--- src/rtl/y_zigzag_rle.sv ---
`default_nettype none
// ============================================================================
// y_zigzag_rle : captures 8x8 quantized Y blocks, zig-zag scans them and emits
//                JPEG-style DC / AC(run,size,value) / ZRL / EOB symbols.
// Rev 1.0
// ============================================================================
module y_zigzag_rle #(
    parameter int COEFF_W = 11
) (
    input  logic                         clk,
    input  logic                         rst,
    input  logic                         enable,
    input  logic [7:0][7:0][COEFF_W-1:0] Q,
    input  logic                         dc_clr,
    output logic                         sym_valid,
    input  logic                         sym_ready,
    output logic                         sym_is_dc,
    output logic [3:0]                   sym_run,
    output logic [3:0]                   sym_size,
    output logic [COEFF_W:0]             sym_value,
    output logic                         sym_last,
    output logic                         overflow
);
    localparam int VW = COEFF_W + 1;

    typedef enum logic [2:0] {S_IDLE, S_DC, S_SCAN, S_ZRL, S_EOB} state_t;

    // Walks the anti-diagonals to find the raster position of zig-zag index k.
    function automatic logic [5:0] zz_pos(input int k);
        int idx;
        int r;
        int c;
        logic [5:0] res;
        idx = 0;
        res = '0;
        for (int s = 0; s < 15; s++) begin
            for (int i = 0; i < 8; i++) begin
                r = (s % 2 == 0) ? ((s < 8 ? s : 7) - i) : ((s < 8 ? 0 : s - 7) + i);
                c = s - r;
                if (r >= 0 && r < 8 && c >= 0 && c < 8) begin
                    if (idx == k) res = 6'(r * 8 + c);
                    idx++;
                end
            end
        end
        return res;
    endfunction

    function automatic logic [3:0] size_of(input logic [VW-1:0] v);
        logic [VW-1:0] mag;
        logic [3:0]    sz;
        mag = v[VW-1] ? (~v + {{(VW-1){1'b0}}, 1'b1}) : v;
        sz  = '0;
        for (int n = 0; n < VW; n++) begin
            if (mag[n]) sz = 4'(n + 1);
        end
        return sz;
    endfunction

    function automatic logic [VW-1:0] sext(input logic [COEFF_W-1:0] x);
        return {x[COEFF_W-1], x};
    endfunction

    logic [5:0] zz_tab [64];

    for (genvar gi = 0; gi < 64; gi++) begin : g_zz
        assign zz_tab[gi] = zz_pos(gi);
    end

    logic [63:0][COEFF_W-1:0] hold_q, hold_d, work_q, work_d;
    logic                     hold_full_q, hold_full_d;
    state_t                   state_q, state_d;
    logic [5:0]               k_q, k_d, run_q, run_d;
    logic [COEFF_W-1:0]       pred_q, pred_d;
    logic                     overflow_q, overflow_d;
    logic                     sym_valid_q, sym_valid_d, sym_is_dc_q, sym_is_dc_d;
    logic [3:0]               sym_run_q, sym_run_d, sym_size_q, sym_size_d;
    logic [VW-1:0]            sym_value_q, sym_value_d;
    logic                     sym_last_q, sym_last_d;

    logic                     transfer, go_idle, eval_go;
    logic [5:0]               eval_k, eval_run;
    logic [COEFF_W-1:0]       coeff, pred_eff;
    logic [VW-1:0]            coeff_ext, dc_diff;

    always_comb begin
        hold_d      = hold_q;
        hold_full_d = hold_full_q;
        work_d      = work_q;
        state_d     = state_q;
        k_d         = k_q;
        run_d       = run_q;
        pred_d      = dc_clr ? '0 : pred_q;
        overflow_d  = overflow_q;
        sym_valid_d = sym_valid_q;
        sym_is_dc_d = sym_is_dc_q;
        sym_run_d   = sym_run_q;
        sym_size_d  = sym_size_q;
        sym_value_d = sym_value_q;
        sym_last_d  = sym_last_q;
        go_idle     = 1'b0;
        eval_go     = 1'b0;
        eval_k      = k_q;
        eval_run    = run_q;
        coeff       = '0;
        coeff_ext   = '0;
        pred_eff    = dc_clr ? '0 : pred_q;
        dc_diff     = sext(hold_q[0]) - sext(pred_eff);
        transfer    = (state_q == S_IDLE) && hold_full_q;

        case (state_q)
            S_IDLE: begin
                if (transfer) begin
                    work_d      = hold_q;
                    state_d     = S_DC;
                    sym_valid_d = 1'b1;
                    sym_is_dc_d = 1'b1;
                    sym_run_d   = '0;
                    sym_size_d  = size_of(dc_diff);
                    sym_value_d = dc_diff;
                    sym_last_d  = 1'b0;
                end
            end
            S_DC: begin
                if (sym_ready) begin
                    if (!dc_clr) pred_d = work_q[0];
                    eval_go  = 1'b1;
                    eval_k   = 6'd1;
                    eval_run = '0;
                end
            end
            S_SCAN: begin
                // The output register doubles as the pending-symbol slot, so the
                // next coefficient is examined on the same edge the current one leaves.
                if (!sym_valid_q || sym_ready) begin
                    if (sym_valid_q && sym_last_q) go_idle = 1'b1;
                    else                           eval_go = 1'b1;
                end
            end
            S_ZRL: begin
                if (sym_ready) begin
                    eval_go  = 1'b1;
                    eval_run = run_q - 6'd16;
                end
            end
            S_EOB: begin
                if (sym_ready) go_idle = 1'b1;
            end
            default: go_idle = 1'b1;
        endcase

        if (go_idle) begin
            state_d     = S_IDLE;
            sym_valid_d = 1'b0;
            sym_is_dc_d = 1'b0;
            sym_run_d   = '0;
            sym_size_d  = '0;
            sym_value_d = '0;
            sym_last_d  = 1'b0;
        end

        if (eval_go) begin
            coeff       = work_q[zz_tab[eval_k]];
            coeff_ext   = sext(coeff);
            sym_is_dc_d = 1'b0;
            sym_run_d   = '0;
            sym_size_d  = '0;
            sym_value_d = '0;
            sym_last_d  = 1'b0;
            if (coeff == '0) begin
                if (eval_k == 6'd63) begin
                    state_d     = S_EOB;
                    sym_valid_d = 1'b1;
                    sym_last_d  = 1'b1;
                end else begin
                    state_d     = S_SCAN;
                    sym_valid_d = 1'b0;
                    k_d         = eval_k + 6'd1;
                    run_d       = eval_run + 6'd1;
                end
            end else if (eval_run >= 6'd16) begin
                state_d     = S_ZRL;
                sym_valid_d = 1'b1;
                sym_run_d   = 4'd15;
                k_d         = eval_k;
                run_d       = eval_run;
            end else begin
                state_d     = S_SCAN;
                sym_valid_d = 1'b1;
                sym_run_d   = eval_run[3:0];
                sym_size_d  = size_of(coeff_ext);
                sym_value_d = coeff_ext;
                sym_last_d  = (eval_k == 6'd63);
                k_d         = (eval_k == 6'd63) ? eval_k : eval_k + 6'd1;
                run_d       = '0;
            end
        end

        if (transfer) hold_full_d = 1'b0;
        if (enable) begin
            if (!hold_full_q || transfer) begin
                hold_d      = Q;
                hold_full_d = 1'b1;
            end else begin
                overflow_d  = 1'b1;
            end
        end
    end

    always_ff @(posedge clk or posedge rst) begin
        if (rst) begin
            hold_q      <= '0;
            hold_full_q <= 1'b0;
            work_q      <= '0;
            state_q     <= S_IDLE;
            k_q         <= '0;
            run_q       <= '0;
            pred_q      <= '0;
            overflow_q  <= 1'b0;
            sym_valid_q <= 1'b0;
            sym_is_dc_q <= 1'b0;
            sym_run_q   <= '0;
            sym_size_q  <= '0;
            sym_value_q <= '0;
            sym_last_q  <= 1'b0;
        end else begin
            hold_q      <= hold_d;
            hold_full_q <= hold_full_d;
            work_q      <= work_d;
            state_q     <= state_d;
            k_q         <= k_d;
            run_q       <= run_d;
            pred_q      <= pred_d;
            overflow_q  <= overflow_d;
            sym_valid_q <= sym_valid_d;
            sym_is_dc_q <= sym_is_dc_d;
            sym_run_q   <= sym_run_d;
            sym_size_q  <= sym_size_d;
            sym_value_q <= sym_value_d;
            sym_last_q  <= sym_last_d;
        end
    end

    assign sym_valid = sym_valid_q;
    assign sym_is_dc = sym_is_dc_q;
    assign sym_run   = sym_run_q;
    assign sym_size  = sym_size_q;
    assign sym_value = sym_value_q;
    assign sym_last  = sym_last_q;
    assign overflow  = overflow_q;

endmodule
`default_nettype wire

--- config.mk ---
export PLATFORM = sky130hd
export DESIGN_NAME = y_zigzag_rle
export DESIGN_NICKNAME = d
export VERILOG_FILES = /design/src/rtl/y_zigzag_rle.sv
export SDC_FILE = /design/constraint.sdc
export NUM_CORES = 2
export LEC_CHECK = 0
export ABC_CLOCK_PERIOD_IN_PS = 106100
export CAP_MARGIN = 20
export CORE_MARGIN = 3
export CORE_UTILIZATION = 50
export CTS_CLUSTER_SIZE = 25
export DETAILED_ROUTE_END_ITERATION = 10
export PLACE_DENSITY = 0.72
export SYNTH_ARGS = -nofsm -noshare
export SYNTH_HDL_FRONTEND = slang
export SYNTH_SLANG_ARGS = --single-unit
--- constraint.sdc ---
create_clock -name clk -period 106.1 [get_ports clk]
set_clock_uncertainty 0.05 [all_clocks]
set_input_delay 21.22 -clock clk [delete_from_list [all_inputs] [get_ports clk]]
set_output_delay 21.22 -clock clk [all_outputs]
set_load 0.01 [all_outputs]
==> results.json <==
{
  "crit_type": "in2reg",
  "dieArea_sq_um": 132600,
  "endpoint": "k_q[3]$_DFFE_PP0P_",
  "synth_top_area_frac": 0.5694,
  "clock-sinks": 1459,
  "finalMaxSlewViolations": 0,
  "crit_start": "sym_ready",
  "grt.busiest_layer": "met2",
  "fillerInstances": 10367,
  "p_leak_uw": 0.03609,
  "crit_buf_inv": 5,
  "max_stage_delay_ps": 910,
  "async_flop_share": 1.000,
  "grtUsageMet3": 0.06110,
  "max_freq_ghz": 0.03333,
  "rows": 130,
  "grt_pass1_vias": 50185,
  "ys_warn_count": 0,
  "synth_edf_count": 0,
  "clkSlewWorstSetupHoldPaths_ps": 70,
  "crit_top_cell": "nand3_1",
  "period_needed_ps": 30000,
  "cap_violations": 0,
  "cp.required_ps": 106710,
  "antenna_found_initial": 26,
  "routed_wl_um": 222000,
  "setup_viol": 0,
  "ctsResizeCount": 0,
  "end_kind": "flip-flop",
  "die_w_um": 364.1,
  "use_met1": 0.4468,
  "netlist_instances": 6229,
  "rrSetupSlack_ps": 96520,
  "cts_buffers": 153,
  "synth_top_cells_by_area": "dfrtp_1 (57%), nand2_1 (14%), mux2_2 (13%)",
  "yosysSeqAreaShare": 0.5694,
  "synth_ff_type": "dfrtp_1",
  "status": "finished clean",
  "grt_max_degree": 186,
  "peakVddDrop_uv": 47.67,
  "drc": 0,
  "portBuffers": 732,
  "core_sq_um": 126500,
  "synth.avg_cell_area_sq_um": 10.29,
  "r2r_cells": 24,
  "dr_total_vias": 50007,
  "ys_seq_elements": 1459,
  "r2r_start": "state_q[1]$_DFFE_PP0P_",
  "cp_slowest_cell": "o32ai_4",
  "gp_congestion": 0.9160,
  "avgViaCountPerCell": 5.812,
  "crit_path_max_fanout": 154,
  "start_kind": "primary input",
  "path_depth": 25,
  "hold_viol": 0,
  "grt_pass1_wl_um": 327900,
  "hold_path.class": "reg2reg",
  "use_met2": 0.5246,
  "overflow": 0,
  "power_density_nw_per_um2": 35.62,
  "yosysUniqueCellTypes": 97,
  "drive_gt1_frac": 0.1594,
  "r2r_end": "k_q[3]$_DFFE_PP0P_",
  "max-clock-path-buffers": 3,
  "hp-start": "hold_q[271]$_DFFE_PP0P_",
  "wl_per_cell_um": 25.80,
  "drt_iter0_markers": 5269,
  "drtAntennaViolNets": 0,
  "syn_area_sq_um": 64120,
  "ctsHoldBuffers": 0,
  "rsz0062_at_grt": "false",
  "min_period_over_period": 0.2828,
  "postCtsSetupBuffers": 0,
  "synth.largest_area_cell": "dfrtp_1",
  "crit_arrival_ps": 30610,
  "setup_slack_ps": 76100,
  "worstSkewPairLatency_ps": 800,
  "htree_levels": 4,
  "final_nets": 7554,
  "areaGrowthSynthToFinish_pct": 21.58,
  "setup-tns-final_ps": 0,
  "dieHeight_um": 364.1,
  "dp_slack_ps": 75480,
  "critPathTopFamily": "compound AO/OA/AOI/OAI gates",
  "cts_root_buf": "clkbuf_16",
  "first_pass_iters": 6,
  "post-dp-hpwl_um": 157200,
  "initial_utilization": 0.5067,
  "grtUsageTotal": 0.3335,
  "relSlewSlack": 0.09980,
  "pin_count": 733,
  "synth_nets": 6968,
  "tightest_slew_ps": 1350,
  "cts_tree": "built"
}
## sequential cells by signal, indices dropped and copies added, names as in the netlist, 3 cells and up
name,flops
work_q,704
hold_q,704
sym_run,4
run_q,6
sym_value,12
pred_q,11
state_q,3
k_q,6
sym_size,4
## Yosys cell counts, types with 13 or more instances
cell and count:
a211oi_1 36, ha_1 29, clkbuf_1 270, nand2b_1 19, buf_6 16, mux4_2 20, nor2_1 113, mux2_2 716
buf_1 16, dfrtp_1 1459, nand3_1 135, nor2b_1 13, a311oi_1 22, a21oi_1 134, o22ai_1 17, nor3_1 30
nand4_1 14, a31oi_1 24, buf_4 16, mux2i_1 174, xnor2_1 16, o21ai_0 75, nand2_1 2468, buf_2 64
inv_1 51, and3_1 25
## worst reg2reg max path, cell delays in order, from the launching register on
cell       delay [ps]
dfrtp_1           490
nand4bb_1         250
buf_4             300
nand2_1           320
inv_1             190
ha_1              280
and2_0            170
o311a_1           320
o32ai_4           910
and2_4            830
buf_12            690
nor4_1            320
a22oi_1           380
o221ai_1          370
a2111oi_2         340
o211ai_2          260
inv_1             120
ha_1              320
nand3_1           170
nor4_2            540
nand3_1           790
a21oi_1           720
nand3_1           150
o21ai_0           110
a21oi_1            80
## layout by cell type (no fill, tap or decap), types with 16 or more instances in the layout
cell                n
nand3_1           134
clkbuf_1           35
nand2b_1           19
mux4_2             20
nor3_1             30
inv_1              50
clkdlybuf4s50_1   732
clkbuf_8           38
a311oi_1           22
xnor2_1            16
clkinv_2           23
nand2_1          2466
o22ai_1            16
a31oi_1            24
ha_1               29
dfrtp_1          1459
o21ai_0            75
buf_4              72
mux2_2            716
nor2_1            109
a211oi_1           36
clkbuf_16         155
mux2i_1           174
and3_1             23
a21oi_1           134
## cell families (layout without fill, tap and decap cells)
family / Yosys count / after routing / share of synthesized area
mux: 911 / 911 / 0.1601
buf+inv: 434 / 1145 / 0.02946
fa+ha+maj: 30 / 30 / 0.005971
other cells: 0 / 14 / 0
flops: 1459 / 1459 / 0.5694
simple gates: 2889 / 2889 / 0.1795
xor+xnor: 22 / 22 / 0.003005
compound gates: 484 / 484 / 0.05257
## area by class of cell
type | count | area [sq um] | area share
repair buffers | 813 | 8065 | 0.1034
inverters | 52 | 202.7 | 0.002600
well taps | 1650 | 2064 | 0.02648
diodes | 14 | 35.03 | 0.0004494
multi-input cells | 4336 | 25840 | 0.3314
clock inverters | 52 | 716.9 | 0.009196
flip-flops and latches | 1459 | 36510 | 0.4683
clock buffers | 228 | 4533 | 0.05814
## worst min path at each step
stage / to / slack, ps / depth (start not counted)
floorplan: work_q[100]$_DFFE_PP0P_ / 380 / 2
global placement: work_q[149]$_DFFE_PP0P_ / 390 / 2
detailed placement: work_q[545]$_DFFE_PP0P_ / 400 / 2
CTS: work_q[525]$_DFFE_PP0P_ / 410 / 2
global route: work_q[461]$_DFFE_PP0P_ / 430 / 2
finish: work_q[271]$_DFFE_PP0P_ / 410 / 2
## report_power, final
group / switching, uW / internal [uW]
registers: 177 / 825
logic: 753 / 463
clock network: 233 / 327
## metrics by stage
stage | cells | utilization | cell area [sq um] | hold slack, ps | total power (uW)
finish | 8604 | 0.6161 | 77960 | 407.7 | 2777
global route | 8601 | 0.6160 | 77960 | 429.5 | 2926
global placement | 8306 | 0.5736 | 72580 | 391.3 | 2169
detailed placement | 8307 | 0.5738 | 72610 | 398.8 | 2193
floorplan | 6229 | - | 64120 | 384.8 | 1769
CTS | 8587 | 0.6153 | 77860 | 409.6 | 2762
## metal layers
metal  wire length, um  up-vias
met5                68        -
met1             89060    25412
met3             16810      435
li1                  -    21952
met2            104300     2198
met4             11740       10
No activity file was read; power rests on OpenSTA's default activity.
